$ cat src/rtl/crc_tx_stream_if.sv
// Word-stream handshake bundle: valid/ready with a DW-bit data word and an end-of-frame flag.
// The master drives valid/data/last; the slave returns ready.
interface crc_tx_stream_if #(
   parameter int DW = 8
);
   logic          valid;
   logic          ready;
   logic [DW-1:0] data;
   logic          last;

   modport master (output valid, output data, output last, input ready);
   modport slave  (input valid, input data, input last, output ready);
endinterface

$ cat src/rtl/crc_tx_stream.sv
// Streaming CRC transmitter: forwards each accepted frame word unchanged, then appends
// the frame CRC as CRC_BW/DW beats (MSB first) through one output register stage.
module crc_tx_stream #(
   parameter int                DW      = 8,
   parameter int                CRC_BW  = 8,
   parameter logic [CRC_BW-1:0] POLY    = 8'h07,
   parameter logic [CRC_BW-1:0] INIT    = '0,
   parameter logic [CRC_BW-1:0] XOR_OUT = '0
) (
   input  logic              clk,
   input  logic              rst,
   crc_tx_stream_if.slave    s,
   crc_tx_stream_if.master   m,
   output logic              busy
);
   localparam int NBEATS = CRC_BW / DW;
   localparam int CW     = $clog2(NBEATS + 1);

   typedef enum logic [1:0] {IDLE, DATA, CRC} state_t;

   state_t              state_q, state_d;
   logic [CRC_BW-1:0]   crc_q, crc_d;
   logic [CRC_BW-1:0]   crc_sh_q, crc_sh_d;
   logic [CW-1:0]       cnt_q, cnt_d;
   logic                m_valid_q, m_valid_d;
   logic [DW-1:0]       m_data_q, m_data_d;
   logic                m_last_q, m_last_d;
   logic                load_en;
   logic                s_ready_c;
   logic                s_fire;
   logic [CRC_BW-1:0]   crc_nx;

   // One word of MSB-first, non-reflected LFSR division, fully unrolled.
   function automatic logic [CRC_BW-1:0] crc_step(input logic [CRC_BW-1:0] c_in,
                                                  input logic [DW-1:0]     d);
      logic [CRC_BW-1:0] c;
      logic              fb;
      c = c_in;
      for (int i = DW - 1; i >= 0; i--) begin
         fb = c[CRC_BW-1] ^ d[i];
         c  = c << 1;
         if (fb) c = c ^ POLY;
      end
      return c;
   endfunction

   always_comb begin
      state_d   = state_q;
      crc_d     = crc_q;
      crc_sh_d  = crc_sh_q;
      cnt_d     = cnt_q;
      m_valid_d = m_valid_q;
      m_data_d  = m_data_q;
      m_last_d  = m_last_q;

      load_en   = !m_valid_q || m.ready;
      s_ready_c = load_en && (state_q != CRC) && !rst;
      s_fire    = s.valid && s_ready_c;
      crc_nx    = crc_step(crc_q, s.data);

      // A handshaked beat with nothing new behind it empties the register.
      if (load_en) begin
         m_valid_d = 1'b0;
         m_last_d  = 1'b0;
      end

      case (state_q)
         IDLE, DATA: begin
            if (s_fire) begin
               m_valid_d = 1'b1;
               m_data_d  = s.data;
               m_last_d  = 1'b0;
               if (s.last) begin
                  state_d  = CRC;
                  crc_sh_d = crc_nx ^ XOR_OUT;
                  cnt_d    = '0;
                  crc_d    = INIT;
               end else begin
                  state_d  = DATA;
                  crc_d    = crc_nx;
               end
            end
         end
         CRC: begin
            if (load_en) begin
               m_valid_d = 1'b1;
               m_data_d  = crc_sh_q[CRC_BW-1 -: DW];
               crc_sh_d  = crc_sh_q << DW;
               cnt_d     = cnt_q + CW'(1);
               m_last_d  = (cnt_q == CW'(NBEATS - 1));
               // Once the final beat is in the register the input side may reopen;
               // busy stays high through m_valid until that beat is taken.
               if (cnt_q == CW'(NBEATS - 1)) begin
                  state_d = IDLE;
                  cnt_d   = '0;
               end
            end
         end
         default: state_d = IDLE;
      endcase
   end

   always_ff @(posedge clk or posedge rst) begin
      if (rst) begin
         state_q   <= IDLE;
         crc_q     <= INIT;
         crc_sh_q  <= '0;
         cnt_q     <= '0;
         m_valid_q <= 1'b0;
         m_data_q  <= '0;
         m_last_q  <= 1'b0;
      end else begin
         state_q   <= state_d;
         crc_q     <= crc_d;
         crc_sh_q  <= crc_sh_d;
         cnt_q     <= cnt_d;
         m_valid_q <= m_valid_d;
         m_data_q  <= m_data_d;
         m_last_q  <= m_last_d;
      end
   end

   assign s.ready = s_ready_c;
   assign m.valid = m_valid_q;
   assign m.data  = m_data_q;
   assign m.last  = m_last_q;
   assign busy    = (state_q != IDLE) || m_valid_q;
endmodule

$ cat src/flat_wrapper.sv
// flat-port wrapper written by rule: the top's interface ports become plain ports
module crc_tx_stream_flat 
#(
   parameter int                DW      = 8,
   parameter int                CRC_BW  = 8,
   parameter logic [CRC_BW-1:0] POLY    = 8'h07,
   parameter logic [CRC_BW-1:0] INIT    = '0,
   parameter logic [CRC_BW-1:0] XOR_OUT = '0
)
  (clk, rst, busy, s_valid, s_data, s_last, s_ready, m_valid, m_data, m_last, m_ready);
  crc_tx_stream_if #(.DW(DW)) s_i ();
  crc_tx_stream_if #(.DW(DW)) m_i ();
  input  logic clk;
  input  logic rst;
  output logic busy;
  input wire logic [$bits(s_i.valid)-1:0] s_valid;
  input wire logic [$bits(s_i.data)-1:0] s_data;
  input wire logic [$bits(s_i.last)-1:0] s_last;
  output wire logic [$bits(s_i.ready)-1:0] s_ready;
  output wire logic [$bits(m_i.valid)-1:0] m_valid;
  output wire logic [$bits(m_i.data)-1:0] m_data;
  output wire logic [$bits(m_i.last)-1:0] m_last;
  input wire logic [$bits(m_i.ready)-1:0] m_ready;
  assign s_i.valid = s_valid;
  assign s_i.data = s_data;
  assign s_i.last = s_last;
  assign s_ready = s_i.ready;
  assign m_valid = m_i.valid;
  assign m_data = m_i.data;
  assign m_last = m_i.last;
  assign m_i.ready = m_ready;
  crc_tx_stream #(.DW(DW), .CRC_BW(CRC_BW), .POLY(POLY), .INIT(INIT), .XOR_OUT(XOR_OUT)) u_core (.clk(clk), .rst(rst), .s(s_i), .m(m_i), .busy(busy));
endmodule
$ cat config.mk
export PLATFORM = sky130hd
export DESIGN_NAME = crc_tx_stream_flat
export DESIGN_NICKNAME = d
export VERILOG_FILES = /design/src/rtl/crc_tx_stream_if.sv /design/src/rtl/crc_tx_stream.sv /design/src/flat_wrapper.sv
export SDC_FILE = /design/constraint.sdc
export NUM_CORES = 1
export LEC_CHECK = 0
export CORE_MARGIN = 3
export CORE_UTILIZATION = 55
export CTS_BUF_LIST = sky130_fd_sc_hd__clkbuf_8 sky130_fd_sc_hd__clkbuf_16
export DETAILED_ROUTE_END_ITERATION = 7
export HOLD_SLACK_MARGIN = 0.15
export PLACE_DENSITY = 0.94
export SYNTH_ARGS = -nofsm -noshare
export SYNTH_HDL_FRONTEND = slang
export SYNTH_SLANG_ARGS = --single-unit
$ cat constraint.sdc
create_clock -name clk -period 3 [get_ports clk]
set_clock_uncertainty 0.15 [all_clocks]
set_input_delay 0.45 -clock clk [delete_from_list [all_inputs] [get_ports clk]]
set_output_delay 0.45 -clock clk [all_outputs]
set_load 0.005 [all_outputs]
==> results.json <==
{
  "grt_max_degree": 29,
  "remaining_drc_errors": 0,
  "power_density_mw_per_mm2": 885,
  "final_nets": 158,
  "port_buffers": 24,
  "tns_ns": 0,
  "die_h_um": 57.1,
  "critPathLaunchType": "input port",
  "finalWorstSetupSlack_ns": 0.598,
  "finalWirelength_um": 2950,
  "crit_required_ns": 2.40,
  "dieArea_mm2": 0.00326,
  "place_congestion": 0.864,
  "irDropWorstVdd_uv": 571,
  "htree_levels": 1,
  "slew-limit-headroom_pct": 59.7,
  "hold_depth": 2,
  "cts_post_setup_buffers_inserted": 0,
  "wl_per_cell_um": 17.3,
  "setup_violations": 0,
  "wl_met1_um": 1290,
  "post-route-min-period_ns": 2.40,
  "core_area_mm2": 0.00234,
  "clkTransAtPathRegs_ns": 0.08,
  "synth_fp_nets": 132,
  "reg2reg_slack_ns": 1.03,
  "netlist_area_mm2": 0.00144,
  "topRoutingLayerUsed": "met4",
  "grt_pass1_vias": 1055,
  "whs_ns": 0.342,
  "cts_buffers": 3,
  "min-delay-start": "u_core.m.data[6]",
  "drv_slew": 0,
  "grt_pass1_wl_um": 4970,
  "clkLatencyLatePin_ns": 0.27,
  "ctsLongestPathBuffers": 2,
  "clock-sinks": 28,
  "avgSynthCellArea_um2": 12.1,
  "synth_edf_count": 0,
  "synth_warnings": 0,
  "critical_path.most_common_cell": "clkdlybuf4s50_1",
  "cp_slowest_stage_delay_ns": 0.46,
  "wl_met2_um": 1430,
  "fin_crit_sh_pct": 80.1,
  "root_buffer": "clkbuf_8",
  "end_kind": "output pin",
  "p_leak_nw": 0.789,
  "synth.distinct_cells": 34,
  "hold_end": "u_core.m.data[6]",
  "vias": 1019,
  "arrival_ns": 1.80,
  "ys_ff_latch": 28,
  "grt_usage_pct": 20.1,
  "r2r_cells": 4,
  "seq_area_frac_synth_pct": 48.8,
  "cts.repair.resized": 0,
  "viasPerCell": 5.96,
  "worstSetupPathType": "input port to output pin",
  "syn_to_final_growth_pct": 21.5,
  "regArea_um2": 701,
  "cts_tree": "built",
  "drt_iter0_drc": 34,
  "synthFlopType": "dfrtp_1",
  "antenna_cells": 0,
  "hold_buffers": 0,
  "dp_hpwl_um": 2210,
  "ios": 25,
  "r2r_start": "u_core.state_q[1]",
  "rows": 17,
  "grt_overflow": 0,
  "path_cells": "clkdlybuf4s50_1, nor2b_1, nor3_1, clkdlybuf4s50_1",
  "fillers": 166,
  "start_util_pct": 61.4,
  "syn_inst": 119,
  "maxCapViolCount": 0,
  "multiInputGateArea_um2": 709,
  "async_reset_ff_share_pct": 100,
  "finalHoldViolCount": 0,
  "timing.rr.end": "u_core.crc_sh_q[2]",
  "ant_nets": 0,
  "power_mw": 1.55,
  "final_area_mm2": 0.00175,
  "status": "finished clean",
  "rsz0062_at_grt": "no",
  "drive_gt1_share_pct": 9.09,
  "fmax_mhz": 416,
  "dpl_cell_area_mm2": 0.00170,
  "pre_cts_slack_ns": 0.626,
  "slowest_stage": "clkdlybuf4s50_1",
  "first_pass_iters": 4,
  "antenna_found_initial": 0,
  "tightest_slew_ns": 0.604,
  "die_x_um": 57.1,
  "critPathMaxFanout": 5,
  "routed-wl-met3_um": 155,
  "hp-class": "flop to flop"
}
[layer usage]
layer / track usage [%] / up-vias
met5: 0 / -
met4: 9.93 / 0
met3: 3.39 / 6
met2: 32.5 / 34
met1: 26.1 / 495
li1: - / 484
[power by group]
group | switching [mW] | total [mW] | internal, mW
clock | 0.107 | 0.197 | 0.0900
sequential | 0.0927 | 0.606 | 0.513
combinational | 0.333 | 0.743 | 0.410
total | 0.532 | 1.55 | 1.01
[kinds of logic (layout without fill, tap and decap cells)]
group                     after synthesis  after routing  synth area share, %
xor gates and xnor gates               22             22                 17.5
AOI/OAI and AO/OA                      31             31                 16.8
and+or+nand+nor                        24             24                 9.50
muxes                                   8              8                 5.58
DFF                                    28             28                 48.8
buffers and inverters                   6             30                 1.83
[cells in the mapped netlist (all sizes together) (2+ instances only)]
cell	number	area [um^2]
dfrtp	28	701
o21ai	12	63.8
xnor2	12	113
nand2	11	41.3
mux2i	8	80.1
a22o	7	62.6
xor2	7	68.8
a32o	6	60.1
buf	3	15.0
clkbuf	2	7.51
nand2b	2	12.5
nor2	2	7.51
nor3	2	10.0
o2bb2ai	2	17.5
xnor3	2	46.3
[state kept, by name, summed over array words and instances (netlist names)]
signal	count
u_core.crc_q	8
u_core.crc_sh_q	8
u_core.m.data	8
u_core.state_q	2
u_core.m.last	1
u_core.m.valid	1
[how the worst max path moves through the flow]
stage	start	to	slack, ns	cells after the start
after floorplan	rst	u_core.crc_q[6]	0.97	4
after global placement	m_ready	s_ready	0.68	4
after detailed placement	m_ready	s_ready	0.63	4
after CTS	m_ready	s_ready	0.62	4
after global routing	m_ready	s_ready	0.53	4
final	m_ready	s_ready	0.60	4
[worst max-delay path, delay by kind of cell]
family                 cells  cell delay (ns)
buffers and inverters      2             0.87
AND/OR/NAND/NOR            2             0.47
[metrics by stage]
stage / util (%) / cells
floorplan: - / 119
global placement: 72.8 / 168
finish: 74.6 / 171
detailed placement: 72.8 / 168
CTS: 74.6 / 171
global route: 74.6 / 171
[cell usage in the layout, fill, tap and decap left out, types with 3 or more instances in the layout]
| master | instances |
|---|---|
| dfrtp_1 | 28 |
| clkdlybuf4s50_1 | 24 |
| nand2_1 | 11 |
| xnor2_1 | 11 |
| o21ai_0 | 10 |
| mux2i_1 | 8 |
| xor2_1 | 6 |
| a32o_1 | 6 |
| a22o_1 | 6 |
| clkbuf_8 | 3 |
[cell type report]
cell class              instances  area share, %
flip-flops and latches         28           40.1
inverters                       1          0.215
well taps                      28           2.01
repair buffers                 26           14.6
multi-input cells              85           40.6
clock buffers                   3           2.37
Note: power is estimated with default switching activity, not from simulation.
